$ cat src/rtl/vid_pattern_gen_if.sv
// Video output bundle: pixel data qualified by DE, with HS/VS sync, driven by the pattern source.
interface vid_pattern_gen_if #(
    parameter int unsigned DATA_WIDTH = 8
);
    logic [DATA_WIDTH-1:0] data;
    logic                  de;
    logic                  hs;
    logic                  vs;

    modport master (output data, de, hs, vs);
    modport slave  (input  data, de, hs, vs);
endinterface

$ cat src/rtl/vid_pattern_gen.sv
// Free-running DE/HS/VS timing generator with selectable 8-bit test patterns.
// Runs whole frames only: en_i is acted upon at frame boundaries.
module vid_pattern_gen #(
    parameter int unsigned DATA_WIDTH = 8,
    parameter int unsigned H_ACTIVE   = 640,
    parameter int unsigned H_FP       = 16,
    parameter int unsigned H_SYNC     = 96,
    parameter int unsigned H_BP       = 48,
    parameter int unsigned V_ACTIVE   = 480,
    parameter int unsigned V_FP       = 10,
    parameter int unsigned V_SYNC     = 2,
    parameter int unsigned V_BP       = 33
) (
    input  logic                     clk,
    input  logic                     rst_n,
    input  logic                     en_i,
    input  logic [1:0]               pattern_i,
    vid_pattern_gen_if.master        vid_o,
    output logic                     busy_o,
    output logic                     frame_done_o,
    output logic [7:0]               frcnt_o
);
    localparam int unsigned HT    = H_ACTIVE + H_FP + H_SYNC + H_BP;
    localparam int unsigned VT    = V_ACTIVE + V_FP + V_SYNC + V_BP;
    localparam int unsigned Lanes = DATA_WIDTH / 8;

    localparam logic [11:0] HtLast  = 12'(HT - 1);
    localparam logic [11:0] VtLast  = 12'(VT - 1);
    localparam logic [11:0] HActive = 12'(H_ACTIVE);
    localparam logic [11:0] VActive = 12'(V_ACTIVE);
    localparam logic [11:0] HsStart = 12'(H_ACTIVE + H_FP);
    localparam logic [11:0] HsEnd   = 12'(H_ACTIVE + H_FP + H_SYNC);
    localparam logic [11:0] VsStart = 12'(V_ACTIVE + V_FP);
    localparam logic [11:0] VsEnd   = 12'(V_ACTIVE + V_FP + V_SYNC);

    typedef enum logic {StIdle, StRun} state_e;

    state_e      state_q, state_d;
    logic [11:0] hcnt_q, hcnt_d;
    logic [11:0] vcnt_q, vcnt_d;
    logic        run, line_end, frame_end, frame_start;

    assign run         = (state_q == StRun);
    assign line_end    = (hcnt_q == HtLast);
    assign frame_end   = line_end && (vcnt_q == VtLast);
    assign frame_start = run && (hcnt_q == '0) && (vcnt_q == '0);

    always_ff @(posedge clk or negedge rst_n) begin
        if (!rst_n) begin
            state_q <= StIdle;
            hcnt_q  <= '0;
            vcnt_q  <= '0;
        end else begin
            state_q <= state_d;
            hcnt_q  <= hcnt_d;
            vcnt_q  <= vcnt_d;
        end
    end

    always_comb begin
        state_d = state_q;
        hcnt_d  = hcnt_q;
        vcnt_d  = vcnt_q;
        unique case (state_q)
            StIdle: begin
                hcnt_d = '0;
                vcnt_d = '0;
                if (en_i) state_d = StRun;
            end
            StRun: begin
                if (line_end) begin
                    hcnt_d = '0;
                    if (frame_end) begin
                        vcnt_d = '0;
                        if (!en_i) state_d = StIdle;
                    end else begin
                        vcnt_d = vcnt_q + 12'd1;
                    end
                end else begin
                    hcnt_d = hcnt_q + 12'd1;
                end
            end
        endcase
    end

    logic [1:0]            pat_q, pat_sel;
    logic [7:0]            x, y, pix;
    logic                  de_d, hs_d, vs_d;
    logic                  de_q, hs_q, vs_q, busy_q, done_q;
    logic [DATA_WIDTH-1:0] data_d, data_q;
    logic [7:0]            frcnt_q, frcnt_d;

    // The first pixel of a frame uses the pattern being latched on that same cycle.
    always_comb begin
        pat_sel = frame_start ? pattern_i : pat_q;
        x       = hcnt_q[7:0];
        y       = vcnt_q[7:0];
        pix     = x;
        unique case (pat_sel)
            2'd0: pix = x;
            2'd1: pix = y;
            2'd2: pix = (x[3] ^ y[3]) ? 8'hFF : 8'h00;
            2'd3: pix = x + frcnt_q;
        endcase
        de_d    = run && (hcnt_q < HActive) && (vcnt_q < VActive);
        hs_d    = run && (hcnt_q >= HsStart) && (hcnt_q < HsEnd);
        vs_d    = run && (vcnt_q >= VsStart) && (vcnt_q < VsEnd);
        data_d  = de_d ? {Lanes{pix}} : '0;
        frcnt_d = (run && frame_end) ? frcnt_q + 8'd1 : frcnt_q;
    end

    always_ff @(posedge clk or negedge rst_n) begin
        if (!rst_n) begin
            pat_q   <= '0;
            de_q    <= 1'b0;
            hs_q    <= 1'b0;
            vs_q    <= 1'b0;
            busy_q  <= 1'b0;
            done_q  <= 1'b0;
            data_q  <= '0;
            frcnt_q <= '0;
        end else begin
            if (frame_start) pat_q <= pattern_i;
            de_q    <= de_d;
            hs_q    <= hs_d;
            vs_q    <= vs_d;
            busy_q  <= run;
            done_q  <= run && frame_end;
            data_q  <= data_d;
            frcnt_q <= frcnt_d;
        end
    end

    assign vid_o.data   = data_q;
    assign vid_o.de     = de_q;
    assign vid_o.hs     = hs_q;
    assign vid_o.vs     = vs_q;
    assign busy_o       = busy_q;
    assign frame_done_o = done_q;
    assign frcnt_o      = frcnt_q;
endmodule

$ cat src/flat_wrapper.sv
// flat-port wrapper written by rule: the top's interface ports become plain ports
module vid_pattern_gen_flat 
#(
    parameter int unsigned DATA_WIDTH = 8,
    parameter int unsigned H_ACTIVE   = 640,
    parameter int unsigned H_FP       = 16,
    parameter int unsigned H_SYNC     = 96,
    parameter int unsigned H_BP       = 48,
    parameter int unsigned V_ACTIVE   = 480,
    parameter int unsigned V_FP       = 10,
    parameter int unsigned V_SYNC     = 2,
    parameter int unsigned V_BP       = 33
)
  (clk, rst_n, en_i, pattern_i, busy_o, frame_done_o, frcnt_o, vid_o_data, vid_o_de, vid_o_hs, vid_o_vs);
  vid_pattern_gen_if #(.DATA_WIDTH(DATA_WIDTH)) vid_o_i ();
  input  logic clk;
  input  logic rst_n;
  input  logic en_i;
  input  logic [1:0] pattern_i;
  output logic busy_o;
  output logic frame_done_o;
  output logic [7:0] frcnt_o;
  output wire logic [$bits(vid_o_i.data)-1:0] vid_o_data;
  output wire logic [$bits(vid_o_i.de)-1:0] vid_o_de;
  output wire logic [$bits(vid_o_i.hs)-1:0] vid_o_hs;
  output wire logic [$bits(vid_o_i.vs)-1:0] vid_o_vs;
  assign vid_o_data = vid_o_i.data;
  assign vid_o_de = vid_o_i.de;
  assign vid_o_hs = vid_o_i.hs;
  assign vid_o_vs = vid_o_i.vs;
  vid_pattern_gen #(.DATA_WIDTH(DATA_WIDTH), .H_ACTIVE(H_ACTIVE), .H_FP(H_FP), .H_SYNC(H_SYNC), .H_BP(H_BP), .V_ACTIVE(V_ACTIVE), .V_FP(V_FP), .V_SYNC(V_SYNC), .V_BP(V_BP)) u_core (.clk(clk), .rst_n(rst_n), .en_i(en_i), .pattern_i(pattern_i), .vid_o(vid_o_i), .busy_o(busy_o), .frame_done_o(frame_done_o), .frcnt_o(frcnt_o));
endmodule
$ cat config.mk
export PLATFORM = sky130hd
export DESIGN_NAME = vid_pattern_gen_flat
export DESIGN_NICKNAME = d
export VERILOG_FILES = /design/src/rtl/vid_pattern_gen_if.sv /design/src/rtl/vid_pattern_gen.sv /design/src/flat_wrapper.sv
export SDC_FILE = /design/constraint.sdc
export NUM_CORES = 1
export LEC_CHECK = 0
export CAP_MARGIN = 20
export CORE_MARGIN = 3
export CORE_UTILIZATION = 55
export DETAILED_ROUTE_END_ITERATION = 8
export GPL_ROUTABILITY_DRIVEN = 0
export GPL_TIMING_DRIVEN = 1
export PLACE_DENSITY_LB_ADDON = 0.08
export SYNTH_ARGS = -nofsm -noshare
export SYNTH_HDL_FRONTEND = slang
export SYNTH_SLANG_ARGS = --single-unit
$ cat constraint.sdc
create_clock -name clk -period 3.4 [get_ports clk]
set_input_delay 0.51 -clock clk [delete_from_list [all_inputs] [get_ports clk]]
set_output_delay 0.51 -clock clk [all_outputs]
set_load 0.05 [all_outputs]
* After elaboration in Yosys (flattened, before gate mapping) *
Index checks and enable logic that the tools add are counted.
Widths: inputs -> output; s select.

storage, ports and cells
  input port bits = 5
  register bits = 48
  logic and storage cells = 55
  output and inout bits = 21

cells by class
  reduce and logical (&&, ||, !) cells = 13
  bitwise operators = 2
  eq/ne operators = 6
  muxes and demuxes = 13
  add/subtract/negate cells = 4
  $lt $le $gt $ge = 6

operators by type and width
  operator               count
  $pmux 12 s2            2
  $mux 12                3
  $pmux 8 s4             1
  $add 12x1->12 const B  2
  $eq 12x10->1 const B   2
  $logic_not 12->1       2
  $lt 12x10->1 const B   2
  $lt 12x9->1 const B    2
  $mux 8                 2
  $ge 12x10->1 const B   1
  $ge 12x9->1 const B    1
  $logic_and 1x1->1      10
  $add 8x1->8 const B    1
  $add 8x8->8            1
  $eq 2x2->1 const B     2
  $mux 1                 3
  $eq 2x1->1 const B     1
  $logic_not 2->1        1
  $mux 2                 1
  $ne 2x2->1 const B     1
  $pmux 1 s2             1
  $not 1->1              1
  $xor 1x1->1            1

* Logic depth before layout (Yosys ltp) *
  depth in word-level cells = 7
  depth in mapped cells = 8
  depth with buffers taken out = 8

* Worst setup path after synthesis *
Ideal clock, no wire load.

  kind = reg-to-reg
  start = reg u_core.hcnt_q[7]
  end = reg u_core.frcnt_q[5] (netlist: u_core.frcnt_o[5])
  required time = 3,257 ps
  library setup time = 143 ps
  buffers on the path = 2
  arrival = 2,417 ps
  setup slack = 840 ps
  stages on the path, launching flop included = 9
  clock period less this slack = 2,560 ps
  cells stage by stage = dfrtp_1 buf_6 or4_4 or4_4 buf_6 nor3_4 and3_4 nand4_1 xnor2_1

on the way
  cells in the longest elaborated chain, start to end = 3

ends and longest elaborated chain
  what                    line                    RTL
  from (decl)             vid_pattern_gen.sv:39   logic [11:0] hcnt_q, hcnt_d;
  from (signal assigned)  vid_pattern_gen.sv:55   hcnt_q <= hcnt_d;
  $eq 12x10->1            vid_pattern_gen.sv:44   assign line_end = (hcnt_q == HtLast);
  $logic_and 1x1->1       vid_pattern_gen.sv:45   assign frame_end = line_end && (vcnt_q == VtLast);
  $logic_and 1x1->1       vid_pattern_gen.sv:109  frcnt_d = (run && frame_end) ? frcnt_q + 8'd1 : frcnt_q;
  to (signal assigned)    vid_pattern_gen.sv:130  frcnt_q <= frcnt_d;
  to (decl)               vid_pattern_gen.sv:91   logic [7:0] frcnt_q, frcnt_d;

Every way passes these cells.
A chain may end at the register's enable or synchronous reset.

* Final worst setup path *
  start = reg u_core.hcnt_q[1]
  end = reg u_core.data_q[1] (netlist: u_core.vid_o.data[1])

on the way
  cells in the longest elaborated chain, start to end = 7
  elaborated cells between the ends (all ways) = 14
  those cells by class = add/sub (1); order compare (1); eq/ne (3); mux (3); reduce/logical (6)

ends and longest elaborated chain
  what                                line                    RTL
  $logic_not 12->1                    vid_pattern_gen.sv:46   assign frame_start = run && (hcnt_q == '0) && (vcnt_q == '0);
  $logic_and 1x1->1 (2 in a row)      vid_pattern_gen.sv:46
  $mux 2                              vid_pattern_gen.sv:95   pat_sel = frame_start ? pattern_i : pat_q;
  $eq 2x2->1 (tied with other cells)  vid_pattern_gen.sv:99   unique case (pat_sel)
  $pmux 8 s4                          vid_pattern_gen.sv:99
  $mux 8 *                            vid_pattern_gen.sv:108  data_d = de_d ? {Lanes{pix}} : '0;
  net u_core.data_d[1]                vid_pattern_gen.sv:90   logic [DATA_WIDTH-1:0] data_d, data_q;
  to (signal assigned)                vid_pattern_gen.sv:129  data_q <= data_d;
  to (decl)                           vid_pattern_gen.sv:90

The timed path passes the listed nets; every way through them passes the cells marked *.

==> impl_metrics.py <==
metrics = {
    "outcome": {
        "run_status": "complete, no violations",
    },
    "global_route": {
        "grt_antenna_before_repair": 0,
        "grtUsageTotal_pct": 21.9,
        "first_global_vias": 1924,
        "maximum_number_of_pins_on_one_net_before_global_route_repair": 49,
        "wire_length_of_the_first_global_routing_pass_mm": 9.45,
        "grt.overflow.total": 0,
    },
    "clock_tree": {
        "tritoncts": "done",
        "clkSlewWorstSetupHoldPaths_ps": 80,
        "cts_root_buf": "sky130_fd_sc_hd__clkbuf_8",
        "post_cts_hold_buffer_count": 0,
        "cts_post_setup_buffers_inserted": 0,
        "cts_buffers": 5,
        "cts.htree.levels": 2,
        "max_buffers_root_to_sink": 2,
        "cts_resized": 0,
        "clock_insertion_delay_at_the_later_pin_of_the_skew_report_ps": 300,
        "cts_sinks": 48,
    },
    "die": {
        "die_area_um2": 5750,
        "core_region_area_um2": 4530,
        "die_height_um": 75.8,
        "design.portCount": 26,
        "initial_core_util_pct": 59.2,
        "width_of_the_die_um": 75.8,
        "num_rows": 24,
    },
    "synth": {
        "synth_xor_xnor_area_share_pct": 10.4,
        "seq_area_frac_synth_pct": 44.8,
        "synth_area_in_compound_gates_pct": 9.70,
        "post_synth.cell_area_avg_um2": 9.94,
        "ys_seq_elements": 48,
        "synth_top_family_by_area": "simple AND/OR/NAND/NOR gates",
        "netlist-cell-type-count": 42,
        "synth.mux.area_fraction_pct": 3.50,
        "yosys.area_share.simple_pct": 21.3,
        "synth-adder-area-share_pct": 6.34,
        "ys_warn_count": 0,
        "post_synth_instance_area_um2": 2680,
        "synthTopCellsByArea": "sky130_fd_sc_hd__dfrtp_1, sky130_fd_sc_hd__ha_1, sky130_fd_sc_hd__xnor2_1",
        "synthCells": 270,
        "netlist.top_cell.by_area": "sky130_fd_sc_hd__dfrtp_1",
        "synth.net_count": 288,
        "yosysTopAreaCellShare_pct": 44.8,
    },
    "layout": {
        "layout_cells_sized_above_1_pct": 8.81,
        "areaGrowthSynthToFinish_pct": 14.7,
        "final_common_cell": "sky130_fd_sc_hd__dfrtp_1",
        "ff_latch_area_um2": 1200,
        "num_antenna_cells": 0,
        "nNetsFinal": 313,
        "area_of_the_multi_input_gates_um2": 1380,
        "layout_common_cells": "sky130_fd_sc_hd__dfrtp_1, sky130_fd_sc_hd__nor2_1, sky130_fd_sc_hd__clkdlybuf4s50_1",
        "fillers": 362,
    },
    "timing": {
        "tightestPinTransition_ps": 802,
        "rsz_0062_raised_after_global_routing": "no",
        "max_clock_freq_mhz": 380,
        "hold_violations": 0,
        "relative_max_transition_margin_pct": 46.1,
        "final_min_period_over_clock_period_pct": 77.5,
        "post_layout_min_period_ps": 2630,
        "timing.final.setup_violations": 0,
        "hold_slack_ps": 22.7,
        "clock-skew-final_ps": 7.88,
        "slew_viol_final": 0,
        "finalSetupTns_ps": 0,
    },
    "flow_run": {
        "drv.max_cap_violation_count": 0,
    },
    "route": {
        "wire_length_on_met2_mm": 2.66,
        "met3RoutedLength_um": 247,
        "ant_nets": 0,
        "drt-initial-drc-count": 91,
        "top_layer": "met4",
        "drt-met1-wl_mm": 2.60,
        "routed_wirelength_mm": 5.62,
        "route.detailed.wl_per_inst_um": 15.6,
        "total_via_count_after_detailed_routing": 2080,
        "routed_via_density": 5.78,
        "drt_first_pass_iters": 6,
        "number_of_drc_violations_after_detailed_routing": 0,
    },
    "power": {
        "p_int_mw": 0.780,
        "p_total_mw": 1.01,
        "clockPowerShare_pct": 36.0,
        "p_sw_mw": 0.230,
        "power.sequential.fraction_pct": 57.4,
        "power.static_leakage_nw": 1.35,
        "power_density_nw_per_um2": 328,
        "share_comb_of_total_power_pct": 6.6,
        "power_switching_share_pct": 22.8,
        "ir_drop_uv": 259,
    },
    "worst_setup_path": {
        "end_kind": "flip-flop",
        "r2r_startpoint": "u_core.hcnt_q[1]",
        "cp_data_required_time_ps": 3620,
        "worstSetupStartpointType": "flip-flop",
        "timing.rr.end": "u_core.vid_o.data[1]",
        "r2r_cells": 9,
        "critPathArrivalTime_ps": 2860,
        "worst-path-max-fanout": 8,
        "criticalPathCategory": "flip-flop to flip-flop",
        "reg2reg_slack_ps": 770,
    },
    "placement": {
        "detailed_placer_s_ending_hpwl_mm": 4.06,
        "placement.io_buffers": 25,
    },
    "worst_hold_path": {
        "worst_hold_path_type": "input pin to async pin",
    },
}
[critical path, stage by stage (launching register included)]
cell and delay (ps):
sky130_fd_sc_hd__dfrtp_1 460, sky130_fd_sc_hd__inv_1 100, sky130_fd_sc_hd__ha_1 140, sky130_fd_sc_hd__nor4b_1 250
sky130_fd_sc_hd__nand3_1 130, sky130_fd_sc_hd__nor4_2 340, sky130_fd_sc_hd__buf_4 230, sky130_fd_sc_hd__mux2i_1 540
sky130_fd_sc_hd__a22oi_1 170, sky130_fd_sc_hd__a21oi_1 190
[routing by layer]
metal | track usage [%] | vias to the layer above
li1 | - | 1001
met1 | 30.1 | 1013
met2 | 33.4 | 53
met3 | 5.28 | 13
met4 | 8.54 | 0
met5 | 0 | -
[layout make-up]
class                      count  share of cell area (%)
timing repair buffer          29                    9.35
multi-input combinational    204                    45.0
clock buffer                   7                    3.13
inverter                       7                   0.854
tap                           65                    2.64
sequential                    48                    39.0
[kinds of logic (layout without fill, tap and decap cells)]
kind of cell,Yosys count,after routing
XOR/XNOR,32,32
flip-flops,48,48
AND/OR/NAND/NOR,107,107
multiplexers,9,9
AO/OA/AOI/OAI,43,43
buffers and inverters,18,43
adder cells (fa/ha/maj),13,13
[synthesized netlist by cell type]
master and instances:
sky130_fd_sc_hd__or3_1 1, sky130_fd_sc_hd__nor3_1 6, sky130_fd_sc_hd__a21oi_1 13, sky130_fd_sc_hd__o41ai_1 2, sky130_fd_sc_hd__a31oi_1 3, sky130_fd_sc_hd__and3_4 1
sky130_fd_sc_hd__nand3_1 13, sky130_fd_sc_hd__a211oi_1 1, sky130_fd_sc_hd__nand2_1 21, sky130_fd_sc_hd__nand4_1 12, sky130_fd_sc_hd__and4_1 2, sky130_fd_sc_hd__inv_1 7
sky130_fd_sc_hd__a21o_2 1, sky130_fd_sc_hd__buf_6 5, sky130_fd_sc_hd__and2_2 1, sky130_fd_sc_hd__and2_1 1, sky130_fd_sc_hd__o21ai_0 13, sky130_fd_sc_hd__nand2b_1 3
sky130_fd_sc_hd__and3_1 6, sky130_fd_sc_hd__nor2b_1 1, sky130_fd_sc_hd__o21ai_2 1, sky130_fd_sc_hd__nor2_1 28, sky130_fd_sc_hd__a21o_1 1, sky130_fd_sc_hd__nor4_2 1
sky130_fd_sc_hd__and3_2 1, sky130_fd_sc_hd__and2b_2 1, sky130_fd_sc_hd__mux2_2 3, sky130_fd_sc_hd__a22oi_1 5, sky130_fd_sc_hd__fa_1 1, sky130_fd_sc_hd__o211ai_1 1
sky130_fd_sc_hd__o21bai_1 1, sky130_fd_sc_hd__nor4b_1 3, sky130_fd_sc_hd__a22o_1 1, sky130_fd_sc_hd__nor4_1 2, sky130_fd_sc_hd__or4_4 2, sky130_fd_sc_hd__mux2i_1 6
sky130_fd_sc_hd__ha_1 12, sky130_fd_sc_hd__dfrtp_1 48, sky130_fd_sc_hd__nor3_4 1, sky130_fd_sc_hd__clkbuf_1 6, sky130_fd_sc_hd__xnor2_1 16, sky130_fd_sc_hd__xor2_1 16
[registers in the layout (all words and copies together) (netlist names), 2 cells and up]
signal / cells
u_core.vcnt_q: 12
u_core.pat_q: 2
u_core.frcnt_o: 8
u_core.vid_o.data: 8
u_core.hcnt_q: 12
[power by group through the flow]
stage	logic (mW)	clock network, mW	registers, mW
after floorplan	0.0129	0	0.611
after global placement	0.0645	0	0.591
after detailed placement	0.0646	0	0.591
after CTS	0.0647	0.371	0.580
after global routing	0.0720	0.394	0.581
final	0.0663	0.364	0.580
[worst max path at each step]
stage | startpoint | endpoint | slack, ps | depth (start not counted)
after floorplan | u_core.hcnt_q[7] | u_core.frcnt_o[5] | 840 | 8
after global placement | u_core.hcnt_q[7] | u_core.vcnt_q[0] | 820 | 5
after detailed placement | u_core.hcnt_q[1] | u_core.vid_o.data[1] | 740 | 9
after CTS | u_core.hcnt_q[1] | u_core.vid_o.data[1] | 740 | 9
after global routing | u_core.hcnt_q[1] | u_core.vid_o.data[1] | 510 | 9
final | u_core.hcnt_q[1] | u_core.vid_o.data[1] | 770 | 9
[stage by stage]
| stage | cells | utilization (%) | cell area, um^2 | setup WS, ps |
|---|---|---|---|---|
| 2_1_floorplan | 270 | - | 2680 | 840 |
| 3_3_place_gp | 352 | 65.3 | 2960 | 815 |
| 3_5_place_dp | 352 | 65.3 | 2960 | 742 |
| 4_1_cts | 359 | 67.4 | 3060 | 744 |
| 5_1_grt | 360 | 67.9 | 3080 | 513 |
| 6_report | 360 | 67.9 | 3080 | 766 |
(Power assumes the default switching activity.)
==> patch, RTL diff (same settings) <==
Take the reset off `data_q` and load it in a clocked block of its own.
--- a/src/rtl/vid_pattern_gen.sv
+++ b/src/rtl/vid_pattern_gen.sv
@@ -117,7 +117,6 @@
             vs_q    <= 1'b0;
             busy_q  <= 1'b0;
             done_q  <= 1'b0;
-            data_q  <= '0;
             frcnt_q <= '0;
         end else begin
             if (frame_start) pat_q <= pattern_i;
@@ -126,9 +125,12 @@
             vs_q    <= vs_d;
             busy_q  <= run;
             done_q  <= run && frame_end;
-            data_q  <= data_d;
             frcnt_q <= frcnt_d;
         end
+    end
+
+    always_ff @(posedge clk) begin
+        data_q <= data_d;
     end
 
     assign vid_o.data   = data_q;
Behaviour: differs if rst_n is asserted again (counterexample within 4 cycles, from zero or initial values and one cycle with rst_n low); with rst_n held inactive, the same outputs for 10 cycles.
==> patch against the unedited design <==
  * Power shrank 1.3%
  * Synthesized cell count is the same
  * Largest cell class unchanged
  * Wire length grew 5.7%
  * Critical endpoint is now u_core.vid_o.data[0]
  * Hold slack gained 290 ps
  * Sequential cell count is the same
  * Worst setup slack gained 14 ps
  * Design area grew 1.0%
  * Synthesized area grew 1.8%
  * Critical path type unchanged
==> patch: results (changes against the unedited design) <==
| Metric | Value |
|---|---|
| Largest regs | `u_core.hcnt_q x12, u_core.vcnt_q x12` |
| Final Skew | `8.93 ps (+1.05 ps)` |
| Largest net degree at the start of global routing | `41 (-16%)` |
| P_int | `767 uW (-1.7%)` |
| Ys Warns | `0 (unchanged)` |
| Total CTS buffers | `5 (unchanged)` |
| Share of cells above drive strength 1 | `0.0777 (-0.0104)` |
| Setup Fix Bufs, Post-CTS | `0 (unchanged)` |
| Syn_nets | `288 (unchanged)` |
| Top post-synthesis cells by area | `dfrtp_1 37%, xor2_1 6.1%, dfxtp_1 5.9%` |
| Synth cell types | `51 (+21%)` |
| Ant. Diodes | `0 (unchanged)` |
| Critical Setup Path Class | `reg2reg` |
| Post-cts sizing count | `0 (unchanged)` |
| Post-synthesis sequential area ratio | `0.425 (-0.0225)` |
| Fillers | `424 (+17%)` |
| Slew of the pin with the lowest slew margin | `897 ps (+95.3 ps)` |
| Hpwl dp | `4320 um (+6.4%)` |
| Async S/R FF share, synth | `0.833 (-0.167)` |
| FF-to-FF setup slack | `roughly 800 ps` |
| GRT Total Usage | `0.221 (+0.00252)` |
| Maxcap violations | `0 (unchanged)` |
| ANT nets after route | `0 (unchanged)` |
| Leakage | `0.00141 uW (+3.9%)` |
| Initial antenna violation count | `0 (unchanged)` |
| Tightest Hold Check Type | `in2async` |
| Commonest cells in the netlist | `40 x dfrtp_1, 23 x nor2_1, 19 x xor2_1` |
| CTS H-tree depth | `2 (unchanged)` |
| Initial Util | `0.574 (-0.0174)` |
| Iteration-0 DRC Markers | `163 (+79%)` |
| WP data arrival | `2820 ps (-40 ps)` |
| Fin nets | `313 (unchanged)` |
| CTS clk-pin slew, worst paths | `around 90 ps` |
| I/O Buffers | `25 (unchanged)` |
| WL final | `5940 um (+5.7%)` |
| Maximum VDD drop | `0.256 mV (-0.83%)` |
| Vias in the first global route | `2,120 (+10%)` |
| First-pass GRT wire length | `10,300 um (+8.8%)` |
| Pre-antenna DRT Iters | `4 (-2)` |
| Critical R2R Launch | `u_core.hcnt_q[1]` |
| Outcome | `finished clean` |
| Clock tree root buffer cell | `clkbuf_8` |
| DR vias | `2,117 (+1.8%)` |
| Clock tree buffer depth | `2 (unchanged)` |
| Crit path max fanout | `8 (unchanged)` |
| Worst-skew pair later-pin latency | `300 ps (about the same)` |
## patch: cell types whose count changed after synthesis, moves of 3 or more
cell / before / now
inv_1: 7 / 13
nor4bb_1: 0 / 3
o221a_2: 0 / 3
xor2_1: 16 / 19
nand3_1: 13 / 9
o211a_1: 0 / 3
dfrtp_1: 48 / 40
a22oi_1: 5 / 1
dfxtp_1: 0 / 8
nand2_1: 21 / 14
buf_2: 0 / 3
nor2_1: 28 / 23
a31oi_1: 3 / 0
## patch: metal layers
layer | up-vias | share of wire | track usage
li1 | 1032 | - | -
met1 | 996 | 0.44 | 0.293
met2 | 76 | 0.47 | 0.350
met3 | 13 | 0.066 | 0.0414
met4 | 0 | 0.024 | 0.107
met5 | - | 0 | 0
## patch: worst paths after layout
kind                                        end  cells after the start
hold / removal                u_core.frcnt_o[4]                      1
setup reg to reg           u_core.vid_o.data[0]                      8
setup / recovery           u_core.vid_o.data[0]                      8
min in group clk              u_core.frcnt_o[7]                      1
max in group asynchronous     u_core.frcnt_o[0]                      1
hold reg to reg               u_core.frcnt_o[7]                      1
## patch: through the flow
step	setup slack (ps)	util	hold WS [ps]	cells	cell area [um^2]
floorplan	1000	-	214	270	2730
global placement	909	0.635	501	355	3020
detailed placement	798	0.635	501	355	3020
CTS	776	0.654	362	363	3110
global route	615	0.654	396	363	3110
finish	779	0.654	312	363	3110
## patch: area by class of cell
type                       count  area share
clock buffer                   8      0.0290
inverter                      13      0.0157
multi-input combinational    199       0.469
sequential                    48       0.374
tap                           67      0.0270
timing repair buffer          28      0.0862
## patch: logic make-up after synthesis
group,synth area share
XOR/XNOR,0.106
AND/OR/NAND/NOR,0.201
AO/OA/AOI/OAI,0.117
flip-flops,0.425
adder cells (fa/ha/maj),0.0623
multiplexers,0.0477
buffers and inverters,0.0412
## patch: power by group through the flow
| stage | combinational, uW | sequential, uW | clock, uW |
|---|---|---|---|
| after global placement | 69.6 | 591 | 0 |
| final | 69.5 | 579 | 348 |
| after floorplan | 20.3 | 611 | 0 |
| after CTS | 70.9 | 579 | 364 |
| after detailed placement | 70.6 | 591 | 0 |
| after global routing | 75.9 | 580 | 391 |
## patch: worst max-delay path: stages, from the launching register on
cell and delay [ps]:
dfrtp_1 490, inv_1 100, ha_1 190, nor4b_2 150, nand4_1 160, or2_1 370, mux2i_4 470, mux2_1 370
o221a_1 220
